## src/rtl/lsu_request_ctrl_pkg.sv

```systemverilog
// Shared load/store encodings, FSM state type and small helpers for the LSU request path.
package lsu_request_ctrl_pkg;

    localparam logic [6:0] LTYPE  = 7'b0000011;
    localparam logic [6:0] STYPE  = 7'b0100011;

    localparam logic [2:0] F3_LB  = 3'd0;
    localparam logic [2:0] F3_LH  = 3'd1;
    localparam logic [2:0] F3_LW  = 3'd2;
    localparam logic [2:0] F3_LBU = 3'd4;
    localparam logic [2:0] F3_LHU = 3'd5;
    localparam logic [2:0] F3_SB  = 3'd0;
    localparam logic [2:0] F3_SH  = 3'd1;
    localparam logic [2:0] F3_SW  = 3'd2;

    typedef enum logic [2:0] {
        S_IDLE   = 3'd0,
        S_ISSUE0 = 3'd1,
        S_WAIT0  = 3'd2,
        S_ISSUE1 = 3'd3,
        S_WAIT1  = 3'd4,
        S_RESP   = 3'd5
    } lsu_state_t;

    function automatic logic f3_legal(input logic store, input logic [2:0] f3);
        if (store) begin
            f3_legal = (f3 == F3_SB) || (f3 == F3_SH) || (f3 == F3_SW);
        end else begin
            f3_legal = (f3 == F3_LB) || (f3 == F3_LH) || (f3 == F3_LW) ||
                       (f3 == F3_LBU) || (f3 == F3_LHU);
        end
    endfunction

    function automatic logic [31:0] lane_mask(input logic [3:0] be);
        lane_mask = {{8{be[3]}}, {8{be[2]}}, {8{be[1]}}, {8{be[0]}}};
    endfunction

endpackage

```

## src/rtl/lsu_lane_align.sv

```systemverilog
// Byte-lane steering: byte enables and shifted store data per word, and
// extraction plus sign/zero extension of load data from the two-word buffer.
module lsu_lane_align
    import lsu_request_ctrl_pkg::*;
(
    input  logic [2:0]  funct3,
    input  logic [1:0]  off,
    input  logic [31:0] wdata,
    input  logic [63:0] rbuf,
    output logic [3:0]  be0,
    output logic [3:0]  be1,
    output logic        split,
    output logic [31:0] wdata0,
    output logic [31:0] wdata1,
    output logic [31:0] rdata
);
    logic [7:0]  size_mask_s;
    logic [7:0]  lanes_s;
    logic [63:0] wshift_s;
    logic [63:0] rshift_s;

    // Lanes covered by the access size before applying the byte offset.
    always_comb begin
        case (funct3[1:0])
            2'b00:   size_mask_s = 8'h01;
            2'b01:   size_mask_s = 8'h03;
            default: size_mask_s = 8'h0F;
        endcase
    end

    // Lanes beyond bit 3 spill into the next word.
    assign lanes_s  = size_mask_s << off;
    assign be0      = lanes_s[3:0];
    assign be1      = lanes_s[7:4];
    assign split    = |lanes_s[7:4];
    assign wshift_s = {32'h0000_0000, wdata} << {off, 3'b000};
    assign wdata0   = wshift_s[31:0];
    assign wdata1   = wshift_s[63:32];
    assign rshift_s = rbuf >> {off, 3'b000};

    // Truncate to the access size and extend.
    always_comb begin
        case (funct3)
            F3_LB:   rdata = {{24{rshift_s[7]}}, rshift_s[7:0]};
            F3_LH:   rdata = {{16{rshift_s[15]}}, rshift_s[15:0]};
            F3_LW:   rdata = rshift_s[31:0];
            F3_LBU:  rdata = {24'h00_0000, rshift_s[7:0]};
            F3_LHU:  rdata = {16'h0000, rshift_s[15:0]};
            default: rdata = 32'h0000_0000;
        endcase
    end

endmodule

```

## src/rtl/lsu_request_ctrl.sv

```systemverilog
// LSU request controller: accepts one load/store, issues one or two word-aligned
// memory transactions and returns a single writeback response.
module lsu_request_ctrl
    import lsu_request_ctrl_pkg::*;
#(
    parameter int ADDR_W  = 32,
    parameter int TIMEOUT = 255
) (
    input  logic              clk,
    input  logic              reset,
    input  logic              req_valid,
    output logic              req_ready,
    input  logic              req_store,
    input  logic [2:0]        req_funct3,
    input  logic [ADDR_W-1:0] req_addr,
    input  logic [31:0]       req_wdata,
    input  logic [4:0]        req_rd,
    output logic              mem_valid,
    input  logic              mem_ready,
    output logic              mem_we,
    output logic [ADDR_W-1:0] mem_addr,
    output logic [3:0]        mem_be,
    output logic [31:0]       mem_wdata,
    input  logic              mem_rvalid,
    input  logic [31:0]       mem_rdata,
    output logic              rsp_valid,
    output logic [31:0]       rsp_data,
    output logic [4:0]        rsp_rd,
    output logic              rsp_err
);
    localparam int WD_W = $clog2(TIMEOUT + 1);

    lsu_state_t        state_r;
    logic              store_r;
    logic [2:0]        funct3_r;
    logic [ADDR_W-1:0] addr_r;
    logic [31:0]       wdata_r;
    logic [4:0]        rd_r;
    logic [WD_W-1:0]   wdog_r;
    logic [63:0]       rbuf_r;

    logic              idle_s;
    logic [2:0]        sel_funct3_s;
    logic [1:0]        sel_off_s;
    logic [31:0]       sel_wdata_s;
    logic [ADDR_W-1:0] word0_s;
    logic [63:0]       rbuf_merge_s;
    logic [3:0]        be0_s;
    logic [3:0]        be1_s;
    logic              split_s;
    logic [31:0]       wdata0_s;
    logic [31:0]       wdata1_s;
    logic [31:0]       rdata_s;

    // In IDLE the first word is launched from the live request, before the latches update.
    assign idle_s       = (state_r == S_IDLE);
    assign sel_funct3_s = idle_s ? req_funct3 : funct3_r;
    assign sel_off_s    = idle_s ? req_addr[1:0] : addr_r[1:0];
    assign sel_wdata_s  = idle_s ? req_wdata : wdata_r;
    assign word0_s      = idle_s ? {req_addr[ADDR_W-1:2], 2'b00} : {addr_r[ADDR_W-1:2], 2'b00};

    lsu_lane_align u_align (
        .funct3 (sel_funct3_s),
        .off    (sel_off_s),
        .wdata  (sel_wdata_s),
        .rbuf   (rbuf_merge_s),
        .be0    (be0_s),
        .be1    (be1_s),
        .split  (split_s),
        .wdata0 (wdata0_s),
        .wdata1 (wdata1_s),
        .rdata  (rdata_s)
    );

    // Assembly buffer including the word returning this cycle, so RESP sees complete data.
    always_comb begin
        rbuf_merge_s = rbuf_r;
        if (mem_rvalid && !store_r && (state_r == S_WAIT0)) begin
            rbuf_merge_s[31:0]  = (rbuf_r[31:0] & ~lane_mask(be0_s)) | (mem_rdata & lane_mask(be0_s));
        end else if (mem_rvalid && !store_r && (state_r == S_WAIT1)) begin
            rbuf_merge_s[63:32] = (rbuf_r[63:32] & ~lane_mask(be1_s)) | (mem_rdata & lane_mask(be1_s));
        end else begin
            rbuf_merge_s = rbuf_r;
        end
    end

    // Request FSM, watchdog and all registered outputs.
    always_ff @(posedge clk or negedge reset) begin
        if (!reset) begin
            state_r   <= S_IDLE;
            store_r   <= 1'b0;
            funct3_r  <= 3'd0;
            addr_r    <= {ADDR_W{1'b0}};
            wdata_r   <= 32'h0000_0000;
            rd_r      <= 5'd0;
            wdog_r    <= {WD_W{1'b0}};
            rbuf_r    <= 64'h0;
            req_ready <= 1'b1;
            mem_valid <= 1'b0;
            mem_we    <= 1'b0;
            mem_addr  <= {ADDR_W{1'b0}};
            mem_be    <= 4'b0000;
            mem_wdata <= 32'h0000_0000;
            rsp_valid <= 1'b0;
            rsp_data  <= 32'h0000_0000;
            rsp_rd    <= 5'd0;
            rsp_err   <= 1'b0;
        end else begin
            rsp_valid <= 1'b0;
            rsp_data  <= 32'h0000_0000;
            rsp_rd    <= 5'd0;
            rsp_err   <= 1'b0;
            rbuf_r    <= rbuf_merge_s;
            case (state_r)
                S_IDLE: begin
                    if (req_valid) begin
                        store_r   <= req_store;
                        funct3_r  <= req_funct3;
                        addr_r    <= req_addr;
                        wdata_r   <= req_wdata;
                        rd_r      <= req_rd;
                        rbuf_r    <= 64'h0;
                        wdog_r    <= {WD_W{1'b0}};
                        req_ready <= 1'b0;
                        if (f3_legal(req_store, req_funct3)) begin
                            state_r   <= S_ISSUE0;
                            mem_valid <= 1'b1;
                            mem_we    <= req_store;
                            mem_addr  <= word0_s;
                            mem_be    <= be0_s;
                            mem_wdata <= req_store ? wdata0_s : 32'h0000_0000;
                        end else begin
                            state_r   <= S_RESP;
                            rsp_valid <= 1'b1;
                            rsp_err   <= 1'b1;
                            rsp_rd    <= req_store ? 5'd0 : req_rd;
                        end
                    end
                end
                S_ISSUE0, S_ISSUE1: begin
                    if (mem_ready) begin
                        state_r   <= (state_r == S_ISSUE0) ? S_WAIT0 : S_WAIT1;
                        mem_valid <= 1'b0;
                        mem_we    <= 1'b0;
                        mem_addr  <= {ADDR_W{1'b0}};
                        mem_be    <= 4'b0000;
                        mem_wdata <= 32'h0000_0000;
                        wdog_r    <= {WD_W{1'b0}};
                    end
                end
                S_WAIT0, S_WAIT1: begin
                    if (mem_rvalid) begin
                        wdog_r <= {WD_W{1'b0}};
                        if ((state_r == S_WAIT0) && split_s) begin
                            state_r   <= S_ISSUE1;
                            mem_valid <= 1'b1;
                            mem_we    <= store_r;
                            mem_addr  <= word0_s + ADDR_W'(4);
                            mem_be    <= be1_s;
                            mem_wdata <= store_r ? wdata1_s : 32'h0000_0000;
                        end else begin
                            state_r   <= S_RESP;
                            rsp_valid <= 1'b1;
                            rsp_data  <= store_r ? 32'h0000_0000 : rdata_s;
                            rsp_rd    <= store_r ? 5'd0 : rd_r;
                        end
                    end else if (wdog_r == WD_W'(TIMEOUT - 1)) begin
                        state_r   <= S_RESP;
                        rsp_valid <= 1'b1;
                        rsp_err   <= 1'b1;
                        rsp_rd    <= store_r ? 5'd0 : rd_r;
                    end else begin
                        wdog_r <= wdog_r + WD_W'(1);
                    end
                end
                S_RESP: begin
                    state_r   <= S_IDLE;
                    req_ready <= 1'b1;
                end
                default: begin
                    state_r   <= S_IDLE;
                    req_ready <= 1'b1;
                    mem_valid <= 1'b0;
                end
            endcase
        end
    end

endmodule

```

## config.mk

```make
export PLATFORM = sky130hd
export DESIGN_NAME = lsu_request_ctrl
export DESIGN_NICKNAME = d
export VERILOG_FILES = /design/src/rtl/lsu_request_ctrl_pkg.sv /design/src/rtl/lsu_lane_align.sv /design/src/rtl/lsu_request_ctrl.sv
export SDC_FILE = /design/constraint.sdc
export NUM_CORES = 1
export LEC_CHECK = 0
export BUFFER_PORTS_ARGS = -buffer_cell sky130_fd_sc_hd__buf_2
export CORE_MARGIN = 2
export CORE_UTILIZATION = 60
export DETAILED_ROUTE_END_ITERATION = 6
export PLACE_DENSITY_LB_ADDON = 0.25
export SYNTH_ARGS = -nofsm -noshare
export SYNTH_HDL_FRONTEND = slang
export SYNTH_HIERARCHICAL = 1
export SYNTH_SLANG_ARGS = --single-unit
```

## constraint.sdc

```tcl
create_clock -name clk -period 10.9 [get_ports clk]
set_clock_uncertainty 0.05 [all_clocks]
set_input_delay 2.18 -clock clk [delete_from_list [all_inputs] [get_ports clk]]
set_output_delay 2.18 -clock clk [all_outputs]
set_load 0.01 [all_outputs]
```

==> Flow_metrics.wiki <==
{| class="wikitable"
! Metric !! Value
|-
| Status || complete, no violations
|-
| Effective utilization at floorplan || 60.7%
|-
| Max-capacitance violation count || 0
|-
| Cell-by-cell listing of the critical path || buf_2 -> nand2_1 -> nand2_4 -> buf_4 -> nor2_1 -> nand2_1 -> mux2_2 -> mux2_2 -> a32oi_4 -> a31oi_1 -> and2_1
|-
| Syn Area/Cell || 10.1 um2
|-
| RSZ-0062 raised after global routing || no
|-
| Worst rel slew slack || 19.9%
|-
| WL per Instance || 20.1 um
|-
| Pin slew with the least headroom to its limit || 1200 ps
|-
| Ratio of cells with drive above 1 in the final layout || 30.0%
|-
| Pre-CTS WS || 4770 ps
|-
| Area of placed instances || 15200 um2
|-
| Critical Path Max Stage Delay || 760 ps
|-
| # clock sinks || 248
|-
| DP HPWL || 25500 um
|-
| Clock-pin slew on the worst setup and hold paths || 60 ps
|-
| Yosys warning count || 6
|-
| Maximum fanout along the worst path || 75
|-
| Global route total overflow || 0
|-
| Setup repair bufs after CTS || 0
|-
| Clock insertion delay at the later pin of the skew report || 530 ps
|-
| Number of input and output port buffers inserted || 217
|-
| Setup TNS || 0 ps
|-
| Multi-input logic area || 7310 um2
|-
| ANT nets after route || 0
|-
| FP Rows || 56
|-
| Via density || 6.09
|-
| Required time worst endpoint || 11270 ps
|-
| Violation count after the first detailed-routing iteration || 1165
|-
| Die Span X || 157 um
|-
| Synthesized area || 14100 um2
|-
| Type of the worst setup path || in2reg
|-
| Number of top-level pins || 220
|-
| Largest net degree at the start of global routing || 170
|-
| Post-synthesis instance total || 1392
|-
| Number of resized instances in the post-cts repair step || 0
|-
| Hold Path Class || reg2reg
|-
| Max IR drop VDD || 0.187 mV
|-
| Data arrival time at the worst-slack endpoint || 5980 ps
|-
| Final estimated routing congestion in global placement || 0.935
|-
| Total iterations of the first detailed-routing run || 5
|-
| Filler cell count || 1776
|-
| Buffers & Inverters on Critical Path || 2
|-
| Finish-stage setup viols || 0
|-
| Sequential cell area || 6210 um2
|-
| Core area || 23300 um2
|-
| Worst hold slack after final layout || 426 ps
|-
| Buffer cell driving the clock tree root || sky130_fd_sc_hd__clkbuf_16
|-
| Fmax || 0.178 GHz
|-
| TritonCTS clock tree || built
|-
| Via total after detailed routing || 11521
|-
| Die ar. || 24800 um2
|-
| Overall fraction of global-route tracks in use || 30.6%
|-
| Maximum clock path buffer count || 3
|-
| Number of remaining DRC errors || 0
|-
| Number of levels in the clock H-tree || 1
|-
| Slew Viols, Final || 0
|-
| Number of global-route vias before repair || 10997
|-
| Slowest cell on the critical path || sky130_fd_sc_hd__buf_4
|-
| Static leakage power || 0.00768 uW
|-
| Clock buffer count from CTS || 27
|-
| Fraction of the cycle the final worst path needs || 51.5%
|-
| Smallest setup slack after layout || 5290 ps
|-
| Total of hold buffers inserted after clock tree synthesis || 0
|-
| Layout Nets || 1663
|-
| Area growth from synthesis to layout || 14.1%
|-
| Number of antenna violations at the first check in global routing || 3
|-
| PD cells || 325 nW/um2
|-
| Fin crit period || 5610 ps
|-
| Largest delay share family, worst path || simple AND/OR/NAND/NOR gates
|-
| Die span in y || 157 um
|-
| Routed WL || 37900 um
|-
| First-pass GRT wire length || 59800 um
|-
| Crit end category || flip-flop
|-
| Cell area after layout || 16100 um2
|-
| Hold violation total from the final report || 0
|-
| Overall power consumption || 5240 uW
|-
| CP Launch Type || input pin
|}
==> through the flow <==
stage               utilization, %  instances
CTS                           69.3       1887
global route                  69.3       1890
global placement              65.2       1840
finish                        69.3       1891
detailed placement            65.2       1840
floorplan                        -       1401
==> registers in the layout, indices dropped and copies added (netlist names) <==
| name | flops |
|---|---|
| rbuf_r | 56 |
| addr_r | 32 |
| mem_wdata | 32 |
| rsp_data | 32 |
| wdata_r | 32 |
| mem_addr | 30 |
| wdog_r | 8 |
| rd_r | 5 |
| rsp_rd | 5 |
| mem_be | 4 |
| funct3_r | 3 |
| state_r | 3 |
| mem_valid | 1 |
| mem_we | 1 |
| req_ready | 1 |
| rsp_err | 1 |
| rsp_valid | 1 |
| store_r | 1 |
==> per-layer routing <==
metal | vias up | GRT usage, % | wire length, um
li1 | 5258 | - | -
met5 | - | 0 | 0
met4 | 0 | 11.9 | 1270
met2 | 523 | 48.2 | 17700
met3 | 96 | 4.90 | 3070
met1 | 5644 | 42.9 | 15900
==> layout by cell type, fill, tap and decap left out, drive strengths merged, types with 5 or more instances in the layout <==
cell / n
a211oi: 7
a21o: 5
a21oi: 28
a221oi: 34
a22o: 18
a31oi: 29
a32oi: 5
and2: 48
and3: 16
buf: 232
bufinv: 5
clkbuf: 35
conb: 11
dfrtp: 247
inv: 7
mux2: 139
mux2i: 55
mux4: 32
nand2: 217
nand2b: 6
nand3: 21
nand4: 12
nor2: 132
nor2b: 77
nor3: 11
nor4: 11
nor4b: 6
o211ai: 10
o21ai: 45
o31ai: 8
==> layout make-up <==
class / instances / share of cell area (%)
Antenna cell: 4 / 0.0621
Clock buffer: 35 / 4.63
Clock inverter: 12 / 1.23
Inverter: 8 / 0.186
Multi-Input combinational cell: 1033 / 45.3
Sequential cell: 248 / 38.5
Tap cell: 319 / 2.48
Timing Repair Buffer: 232 / 7.58
==> path summary, 6_finish.rpt <==
path                                          from                         to  slack (ps)  depth (start not counted)
setup / recovery                       req_addr[0]     rsp_data[20]$_DFF_PN0_        5290                         11
hold / removal             mem_addr[5]$_DFFE_PN0P_    mem_addr[5]$_DFFE_PN0P_         430                          2
setup reg to reg            state_r[1]$_DFFE_PN0P_     rsp_data[20]$_DFF_PN0_        5470                         12
hold reg to reg            mem_addr[5]$_DFFE_PN0P_    mem_addr[5]$_DFFE_PN0P_         430                          2
max in group asynchronous                    reset  mem_wdata[26]$_DFFE_PN0P_        7880                          2
min in group asynchronous                    reset      wdog_r[7]$_DFFE_PN0P_        1600                          1
==> worst min-delay path, stage by stage (launching register included) <==
cell,delay (ps)
sky130_fd_sc_hd__dfrtp_1,340
sky130_fd_sc_hd__nand2_1,40
sky130_fd_sc_hd__o21ai_0,60
==> power by group <==
group          internal, uW  total [uW]  switching, uW
Combinational          1100        2790           1690
Clock                   598         972            373
Sequential             1260        1480            219
Total                  2960        5240           2280
Note: power is estimated with default switching activity, not from simulation.
